<file path="src/rtl/ad9361x2_tdd_pkg.sv">
// Shared types and constants for the dual-AD9361 TDD sync generator.
// State encoding, default widths and the shortest legal frame length.
package ad9361x2_tdd_pkg;

    typedef enum logic [1:0] {
        ST_IDLE  = 2'd0,
        ST_ARM   = 2'd1,
        ST_RUN   = 2'd2,
        ST_DRAIN = 2'd3
    } tdd_state_e;

    localparam int DEF_CNT_WIDTH       = 32;
    localparam int DEF_PULSE_WIDTH_BITS = 16;
    localparam int DEF_FRAME_CNT_WIDTH = 16;

    // A one-cycle frame cannot hold both a pulse edge and a gap.
    localparam int MIN_PERIOD = 2;

endpackage

</file>
<file path="src/rtl/tdd_window_cmp.sv">
// On/off window compare against the frame counter.
// Handles empty windows and windows that wrap across the frame end.
module tdd_window_cmp #(
    parameter int WIDTH = 32
) (
    input  logic [WIDTH-1:0] on,
    input  logic [WIDTH-1:0] off,
    input  logic [WIDTH-1:0] cnt,
    output logic             active
);

    // Plain window, empty window, or wrapped window depending on on/off order.
    always_comb begin
        active = 1'b0;
        if (on < off) begin
            active = (cnt >= on) && (cnt < off);
        end else if (on > off) begin
            active = (cnt >= on) || (cnt < off);
        end
    end

endmodule

</file>
<file path="src/rtl/ad9361x2_tdd_sync_gen.sv">
// Frame timing generator feeding the dual-AD9361 wrapper: sync pulse,
// ENABLE/TXNRX levels, double-buffered config and optional ext alignment.
module ad9361x2_tdd_sync_gen
    import ad9361x2_tdd_pkg::*;
#(
    parameter int CNT_WIDTH        = DEF_CNT_WIDTH,
    parameter int PULSE_WIDTH_BITS = DEF_PULSE_WIDTH_BITS,
    parameter int FRAME_CNT_WIDTH  = DEF_FRAME_CNT_WIDTH
) (
    input  logic                        axi_aclk,
    input  logic                        axi_aresetn,
    input  logic                        cfg_enable,
    input  logic                        cfg_ext_sync,
    input  logic                        cfg_resync,
    input  logic [CNT_WIDTH-1:0]        cfg_period,
    input  logic [PULSE_WIDTH_BITS-1:0] cfg_pulse_width,
    input  logic [CNT_WIDTH-1:0]        cfg_rx_on,
    input  logic [CNT_WIDTH-1:0]        cfg_rx_off,
    input  logic [CNT_WIDTH-1:0]        cfg_tx_on,
    input  logic [CNT_WIDTH-1:0]        cfg_tx_off,
    input  logic                        ext_sync_i,
    output logic                        sync_out,
    output logic                        up_enable,
    output logic                        up_txnrx,
    output logic [FRAME_CNT_WIDTH-1:0]  frame_count,
    output logic                        busy
);

    localparam int CMP_W = (CNT_WIDTH > PULSE_WIDTH_BITS) ?
                           CNT_WIDTH : PULSE_WIDTH_BITS;
    localparam logic [CNT_WIDTH-1:0] MIN_P = CNT_WIDTH'(MIN_PERIOD);
    localparam logic [CNT_WIDTH-1:0] ONE   = CNT_WIDTH'(1);

    tdd_state_e state;
    tdd_state_e state_next;

    logic [CNT_WIDTH-1:0]        counter;
    logic [FRAME_CNT_WIDTH-1:0]  fc_q;

    logic [CNT_WIDTH-1:0]        period_q;
    logic [PULSE_WIDTH_BITS-1:0] pulse_q;
    logic [CNT_WIDTH-1:0]        rx_on_q;
    logic [CNT_WIDTH-1:0]        rx_off_q;
    logic [CNT_WIDTH-1:0]        tx_on_q;
    logic [CNT_WIDTH-1:0]        tx_off_q;

    logic sync_s1;
    logic sync_s2;
    logic sync_s3;
    logic ext_edge;

    logic [CNT_WIDTH-1:0] period_eff;
    logic                 last_cnt;
    logic                 frame_end;

    logic load_shadow;
    logic cnt_clear;
    logic cnt_inc;
    logic fc_inc;

    logic rx_active;
    logic tx_active;
    logic sync_hit;
    logic run_now;

    logic sync_q;
    logic enable_q;
    logic txnrx_q;

    assign ext_edge   = sync_s2 & ~sync_s3;
    assign period_eff = (period_q < MIN_P) ? MIN_P : period_q;
    assign last_cnt   = (counter == (period_eff - ONE));
    assign frame_end  = last_cnt | (cfg_resync & ext_edge);
    assign run_now    = (state == ST_RUN);
    assign sync_hit   = CMP_W'(counter) < CMP_W'(pulse_q);

    tdd_window_cmp #(
        .WIDTH (CNT_WIDTH)
    ) u_rx_win (
        .on     (rx_on_q),
        .off    (rx_off_q),
        .cnt    (counter),
        .active (rx_active)
    );

    tdd_window_cmp #(
        .WIDTH (CNT_WIDTH)
    ) u_tx_win (
        .on     (tx_on_q),
        .off    (tx_off_q),
        .cnt    (counter),
        .active (tx_active)
    );

    // State register.
    always_ff @(posedge axi_aclk) begin
        if (!axi_aresetn) begin
            state <= ST_IDLE;
        end else begin
            state <= state_next;
        end
    end

    // Next-state and datapath control; stop is only honoured at a frame end.
    always_comb begin
        state_next  = state;
        load_shadow = 1'b0;
        cnt_clear   = 1'b0;
        cnt_inc     = 1'b0;
        fc_inc      = 1'b0;
        unique case (state)
            ST_IDLE: begin
                cnt_clear = 1'b1;
                if (cfg_enable) begin
                    state_next = ST_ARM;
                end
            end
            ST_ARM: begin
                load_shadow = 1'b1;
                cnt_clear   = 1'b1;
                if (!cfg_enable) begin
                    state_next = ST_IDLE;
                end else if (!cfg_ext_sync || ext_edge) begin
                    state_next = ST_RUN;
                end
            end
            ST_RUN: begin
                if (frame_end) begin
                    cnt_clear   = 1'b1;
                    fc_inc      = 1'b1;
                    load_shadow = 1'b1;
                    if (!cfg_enable) begin
                        state_next = ST_DRAIN;
                    end
                end else begin
                    cnt_inc = 1'b1;
                end
            end
            ST_DRAIN: begin
                cnt_clear  = 1'b1;
                state_next = ST_IDLE;
            end
            default: begin
                state_next = ST_IDLE;
            end
        endcase
    end

    // Two-flop synchroniser plus a history flop for edge detection.
    always_ff @(posedge axi_aclk) begin
        if (!axi_aresetn) begin
            sync_s1 <= 1'b0;
            sync_s2 <= 1'b0;
            sync_s3 <= 1'b0;
        end else begin
            sync_s1 <= ext_sync_i;
            sync_s2 <= sync_s1;
            sync_s3 <= sync_s2;
        end
    end

    // Frame counter and completed-frame counter.
    always_ff @(posedge axi_aclk) begin
        if (!axi_aresetn) begin
            counter <= '0;
            fc_q    <= '0;
        end else begin
            if (cnt_clear) begin
                counter <= '0;
            end else if (cnt_inc) begin
                counter <= counter + ONE;
            end
            if (fc_inc) begin
                fc_q <= fc_q + FRAME_CNT_WIDTH'(1);
            end
        end
    end

    // Shadow config, captured while arming and at every frame boundary.
    always_ff @(posedge axi_aclk) begin
        if (!axi_aresetn) begin
            period_q <= '0;
            pulse_q  <= '0;
            rx_on_q  <= '0;
            rx_off_q <= '0;
            tx_on_q  <= '0;
            tx_off_q <= '0;
        end else if (load_shadow) begin
            period_q <= cfg_period;
            pulse_q  <= cfg_pulse_width;
            rx_on_q  <= cfg_rx_on;
            rx_off_q <= cfg_rx_off;
            tx_on_q  <= cfg_tx_on;
            tx_off_q <= cfg_tx_off;
        end
    end

    // Registered outputs, one cycle behind the counter and low outside RUN.
    always_ff @(posedge axi_aclk) begin
        if (!axi_aresetn) begin
            sync_q   <= 1'b0;
            enable_q <= 1'b0;
            txnrx_q  <= 1'b0;
        end else begin
            sync_q   <= run_now & sync_hit;
            enable_q <= run_now & (rx_active | tx_active);
            txnrx_q  <= run_now & tx_active;
        end
    end

    assign sync_out    = sync_q;
    assign up_enable   = enable_q;
    assign up_txnrx    = txnrx_q;
    assign frame_count = fc_q;
    assign busy        = (state != ST_IDLE);

endmodule

</file>
<file path="config.mk">
export PLATFORM = sky130hd
export DESIGN_NAME = ad9361x2_tdd_sync_gen
export DESIGN_NICKNAME = d
export VERILOG_FILES = /design/src/rtl/ad9361x2_tdd_pkg.sv /design/src/rtl/tdd_window_cmp.sv /design/src/rtl/ad9361x2_tdd_sync_gen.sv
export SDC_FILE = /design/constraint.sdc
export NUM_CORES = 1
export LEC_CHECK = 0
export CORE_ASPECT_RATIO = 0.7
export CORE_UTILIZATION = 57
export CTS_BUF_LIST = sky130_fd_sc_hd__clkbuf_16
export DETAILED_ROUTE_END_ITERATION = 16
export PLACE_DENSITY_LB_ADDON = 0.3
export SLEW_MARGIN = 20
export SYNTH_ARGS = -nofsm -noshare
export SYNTH_HDL_FRONTEND = slang
export SYNTH_SLANG_ARGS = --single-unit
export TNS_END_PERCENT = 20
</file>
<file path="constraint.sdc">
create_clock -name axi_aclk -period 5.6 [get_ports axi_aclk]
set_clock_uncertainty 0.05 [all_clocks]
set_input_delay 0.56 -clock axi_aclk [delete_from_list [all_inputs] [get_ports axi_aclk]]
set_output_delay 0.56 -clock axi_aclk [all_outputs]
set_load 0.01 [all_outputs]
</file>
==> metrics.txt, run 1 <==
Vias 14,300; number of max-cap violations 0; largest net degree at the start of global routing 153; Die ar. 27,300 um^2; setup_tns 0 ps; clock power share 34.8%; clk root buf clkbuf_16; Synth Instances 1,919; Seq pwr share 38.6%; Crit path largest cell delay 590 ps; Yosys top cell area share 30.6%; floorplan row count 49; Synth Cell Area 15,200 um^2; antenna-violating nets left 0; GPL Wtd Cong 0.959; Max clock buf depth 3; reg-to-reg slack, setup 330 ps; Vias/cell 5.83; CTS buffer count 24; Ports 202; pwr dens 252 nW/um^2; status completed; DRC violations left 0; switching share of power 30.4%; top-count cell post-synth dfxtp_1; Worst Tran Pin Value 909 ps; CP Cell Sequence or4_4 -> or4b_4 -> nor3_4 -> nand2b_1 -> ha_1 -> or3b_4 -> or3_4 -> nor3_1 -> xnor2_1 -> a2111oi_2 -> buf_4 -> and4_1 -> a22oi_2 -> a21boi_4 -> buf_12 -> buf_12 -> nand3_1 -> o21ai_1; Starting Density 58.6%; DIE HEIGHT 139 um; Critical Path Source Type flop; Remaining Overflow, GRT 0; post-placement cell count 2,417; post-cts sizing count 0; LEAKAGE 7.37 nW; post-synth top area cell dfxtp_1; CP Data Arrival Time 5700 ps; DR WL/cell 17.5 um; final core occ 70.7%; final hold violation count 0; CP endpoint kind flop; fin cells 2,460; Clk Latency, worst-skew pair 560 ps; WS Path Type reg2reg; syn avg cell area 7.92 um^2; Tightest Hold Check Type reg2reg; post-route cell area 18,300 um^2; Post-CTS Setup Bufs 0; Total Power 4.62 mW; ys flop type dfxtp_1; nets 2,480; flops & latches, synth 232; area grow syn2layout 20.6%; Sw Pwr 1.40 mW; CTS sink count 232; antenna violations before repair 0; vias in the first global route 13,500; H-tree depth 1; Max-slew headroom 39.4%; Synth top cells by count dfxtp_1 (232), nand2_1 (228), ha_1 (212); Iter 0 DRT Violations 1,098; library cells used by synthesis 65; # hold bufs at CTS 0; max-slew violation count 0; critical path fanouts, max 58; period utilization 94.1%; Final HPWL DP 32,100 um; share of layout cells above drive strength 1 4.61%; iteration count of the initial detailed-routing pass 6; Die X 197 um; CTS tree built; IO Port Bufs 201; Post-synth ARST share 0%; post-synthesis sequential area ratio 30.6%; Crit-path slowest cell or4b_4; diode count 0; first-pass GRT wire length 67,900 um; Core Box Area 25,900 um^2; Crit path required time 6030 ps; Post-synth EDFFs 0; top cells by area, synth dfxtp_1 (31%), ha_1 (17%), nand3_1 (6.8%); dpl cell area 17,500 um^2; synth warn 0; fmax 190 MHz; clk slew on worst S/H paths 60 ps; Crit path top cell by count buf_12; min Tclk post-route 5270 ps; Comb power frac 26.6%; post-synth net total 2,313; gr usage total 30.6%; cell internal pwr 3.21 mW; WL final 43,000 um; final setup fails 0; Worst VDD drop 163 uV
metrics by stage:
step	hold WS [ps]	worst slack, ps
floorplan	362	491
global placement	365	292
detailed placement	384	191
CTS	400	95.0
global route	418	-25.2
finish	398	332
logic make-up (layout without fill, tap and decap cells):
kind of cell / Yosys count / after routing / synth area share [%]
adders and majority gates: 212 / 212 / 17.5
xor gates and xnor gates: 74 / 74 / 4.26
buffers and inverters: 262 / 446 / 7.74
DFF: 232 / 232 / 30.6
AOI/OAI and AO/OA: 415 / 415 / 16.2
muxes: 6 / 6 / 0.403
and+or+nand+nor: 718 / 718 / 23.4
registers in the layout, indices dropped and copies added (netlist names), 16 cells and up, named ones only:
name / flops
period_q: 32
tx_off_q: 32
pulse_q: 16
rx_on_q: 32
frame_count: 16
rx_off_q: 32
counter: 32
tx_on_q: 32
routing by layer:
layer,GRT usage (%),vias up,part of all wire [%]
li1,-,7089,-
met1,41.6,6614,44
met2,47.9,525,44
met3,6.93,108,8.6
met4,10.3,0,3.3
met5,0,-,0
placed cells by master, fill, tap and decap left out, drive strengths merged, types with 6 or more instances in the layout:
master / count
dfxtp: 232
buf: 43
o211ai: 11
and4: 6
a21o: 58
xnor2: 40
nand2b: 12
clkdlybuf4s50: 200
nand4: 49
xor2: 34
or4: 10
ha: 212
o21a: 10
nor2: 71
a31oi: 8
and2: 10
a21oi: 57
nand2: 228
clkinv: 12
o21ai: 224
or3: 15
nor2b: 17
nand3b: 9
nor3: 29
inv: 164
a211oi: 7
nor4: 24
clkbuf: 24
and3: 14
nand3: 207
worst paths after layout:
check,start,to,cells past startpoint
hold / removal,rx_off_q[22]$_SDFFE_PN0P_,rx_off_q[22]$_SDFFE_PN0P_,2
hold reg to reg,rx_off_q[22]$_SDFFE_PN0P_,rx_off_q[22]$_SDFFE_PN0P_,2
setup reg to reg,period_q[12]$_SDFFE_PN0P_,rx_on_q[15]$_SDFFE_PN0P_,18
setup / recovery,period_q[12]$_SDFFE_PN0P_,rx_on_q[15]$_SDFFE_PN0P_,18
worst max-delay path, delay by kind of cell (launching register included):
family / cells / cell delay (ps)
flops: 1 / 360
compound gates: 4 / 830
xor+xnor: 1 / 120
simple gates: 9 / 2980
fa+ha+maj: 1 / 220
buf+inv: 3 / 620
power groups by stage:
stage,Clock (mW),Sequential (mW),Combinational (mW)
finish,1.61,1.78,1.23
global route,1.70,1.79,1.35
CTS,1.63,1.78,1.18
detailed placement,0,1.81,1.17
global placement,0,1.81,1.14
floorplan,0,1.79,0.814
area by class of cell:
class / count / area [um^2]
inverters: 160 / 601
clock buffers: 24 / 601
clock inverters: 19 / 178
repair buffers: 243 / 2440
flip-flops and latches: 232 / 4640
multi-input cells: 1425 / 9410
well taps: 357 / 447
fillers: 2063 / 7600
Note: power is estimated with default switching activity, not from simulation.
==> inputs of run 2 (changes only) <==
Settings changed: CORE_MARGIN set to 3, CORE_UTILIZATION 57 to 51.
Clock period 5.6 ns to 4.31 ns, I/O delays scaled along.
==> run 2 against run 1 <==
The flow now finishes with violations (setup timing); first-iteration DRC count up 6.3%; critical path depth is 1 higher; sequential share of layout area fell by 1.9 points; power up 36%; via count grew 3.8%; clock power up 29%; clock-buffer cell count is 1 higher; cell count increased by 4.2%; final area rose by 8.1%; critical path type unchanged.
==> metrics.txt, run 2 (synthesis gave the netlist of run 1 again) <==
status complete, but fails checks; violated checks setup timing; Crit path largest cell delay 550 ps; Clk Latency, worst-skew pair 550 ps; Max clock buf depth 3; WS Path Type reg2reg; CTS tree built; H-tree depth 1; Remaining Overflow, GRT 0; Max-slew headroom 47.8%; antenna-violating nets left 0; max-slew violation count 0; CP Cell Sequence or4_4 -> or4b_4 -> nor3_4 -> nand2b_4 -> ha_4 -> or3b_4 -> or3_4 -> or3_4 -> o311ai_4 -> a21oi_2 -> nor4b_2 -> a22oi_2 -> a21boi_4 -> buf_6 -> buf_12 -> buf_8 -> buf_4 -> buf_6 -> o21ai_1; clock power share 32.8%; clk root buf clkbuf_16; CTS sink count 232; capturing point of the worst reg2reg path period_q[11]$_SDFFE_PN0P_; Vias/cell 5.80; Hold Crit Start axi_aresetn; hold endpoint tx_off_q[19]$_SDFFE_PN0P_; # hold bufs at CTS 0; floorplan row count 52; dpl cell area 18,100 um^2; Vias 14,900; Crit path required time 4690 ps; post-route cell area 19,800 um^2; iteration count of the initial detailed-routing pass 5; worst path bufs/invs 5; area grow syn2layout 30.4%; Core Box Area 29,100 um^2; gr usage total 28.4%; Die X 212 um; antenna violations before repair 0; pwr dens 317 nW/um^2; Ports 202; DIE HEIGHT 150 um; critical path fanouts, max 7; Die ar. 31,900 um^2; CP Data Arrival Time 5300 ps; Worst Tran Pin Value 783 ps; Final HPWL DP 34,600 um; number of max-cap violations 0; Seq pwr share 36.6%; WL final 47,400 um; LEAKAGE 8.01 nW; Worst VDD drop 222 uV; share of layout cells above drive strength 1 12.3%; PnR worst setup slack -611 ps; cell internal pwr 4.36 mW; CP endpoint kind flop; diode count 0; DR WL/cell 18.5 um; Sw Pwr 1.93 mW; nets 2,564; hold path cells 3; reg-to-reg critical path startpoint period_q[19]$_SDFFE_PN0P_; Total Power 6.29 mW; IO Port Bufs 201; first-pass GRT wire length 72,900 um; Iter 0 DRT Violations 1,167; Comb power frac 30.6%; R2R cell count 19; cell class contributing the biggest share of worst-path delay simple AND/OR/NAND/NOR gates; final setup fails 226; CTS buffer count 25; DRC violations left 0; Crit-path slowest cell or4b_4; min Tclk post-route 4920 ps; most frequent cells in the layout nand2_1 (228), dfxtp_1 (228), ha_1 (211); vias in the first global route 14,100; switching share of power 30.7%; clk slew on worst S/H paths 60 ps; fmax 203 MHz; GPL Wtd Cong 0.941; largest net degree at the start of global routing 142; RSZ-0062 raised after global routing yes; period utilization 114%; Tightest Hold Check Type in2reg; reg-to-reg slack, setup -610 ps; final hold violation count 0; Starting Density 52.1%; Critical Path Source Type flop
## run 2: cell count changes in the layout (fill, tap and decap cells not counted), sizes merged
cell      delta
clkbuf       +5
inv          +6
bufinv       -1
clkinv       -7
clkinvlp     +1
buf         +79
## run 2: worst max-delay path by stage
stage | startpoint | endpoint | slack, ps | depth (start not counted)
detailed placement | period_q[19]$_SDFFE_PN0P_ | tx_on_q[22]$_SDFFE_PN0P_ | -550 | 17
CTS | period_q[19]$_SDFFE_PN0P_ | rx_on_q[17]$_SDFFE_PN0P_ | -510 | 19
global route | period_q[19]$_SDFFE_PN0P_ | period_q[29]$_SDFFE_PN0P_ | -740 | 19
floorplan | period_q[19]$_SDFFE_PN0P_ | period_q[14]$_SDFFE_PN0P_ | -580 | 20
finish | period_q[19]$_SDFFE_PN0P_ | period_q[11]$_SDFFE_PN0P_ | -610 | 19
global placement | period_q[19]$_SDFFE_PN0P_ | counter[19]$_SDFFE_PP0P_ | -440 | 17
## run 2: power by group through the flow
stage               Clock [mW]  Combinational (mW)  Sequential [mW]
finish                    2.07                1.92             2.30
global route              2.17                2.09             2.31
CTS                       2.10                1.81             2.30
detailed placement           0                1.68             2.35
global placement             0                1.64             2.34
floorplan                    0                1.10             2.33
## run 2: area by class of cell
cell class              count  area, um^2
repair buffers            326        3480
well taps                 378         473
clock inverters            18         131
multi-input cells        1425        9850
fillers                  2337        9330
inverters                 160         601
flip-flops and latches    232        4650
clock buffers              25         626
## run 2: tightest hold or removal path, stage by stage
cell,delay [ps]
buf_8,210
nand2_1,150
o21ai_1,50
## run 2: per-stage QoR
step	instances	TNS, ps	setup WS, ps	util (%)	hold WS, ps
final	2564	-111410	-611	68.0	312
after global routing	2564	-140860	-736	68.0	372
after CTS	2557	-89470	-506	66.5	343
after detailed placement	2497	-106240	-552	62.0	372
after global placement	2497	-87020	-442	62.0	366
after floorplan	1919	-121260	-580	-	362
## run 2: timing repair
action                     in CTS  in global routing
resized for setup              72                 68
setup endpoints to repair     226                226
cloned                          7                  4
pin swaps                      30                 27
setup buffers                  10                  4
## run 2: routing by layer
| layer | part of all wire [%] | routed length, um | vias to the layer above | track usage [%] |
|---|---|---|---|---|
| met2 | 45 | 21200 | 488 | 45.8 |
| met5 | 0 | 0 | - | 0.627 |
| met3 | 7.4 | 3500 | 88 | 5.04 |
| met1 | 45 | 21500 | 7019 | 39.2 |
| met4 | 2.6 | 1220 | 0 | 7.88 |
| li1 | - | - | 7280 | - |
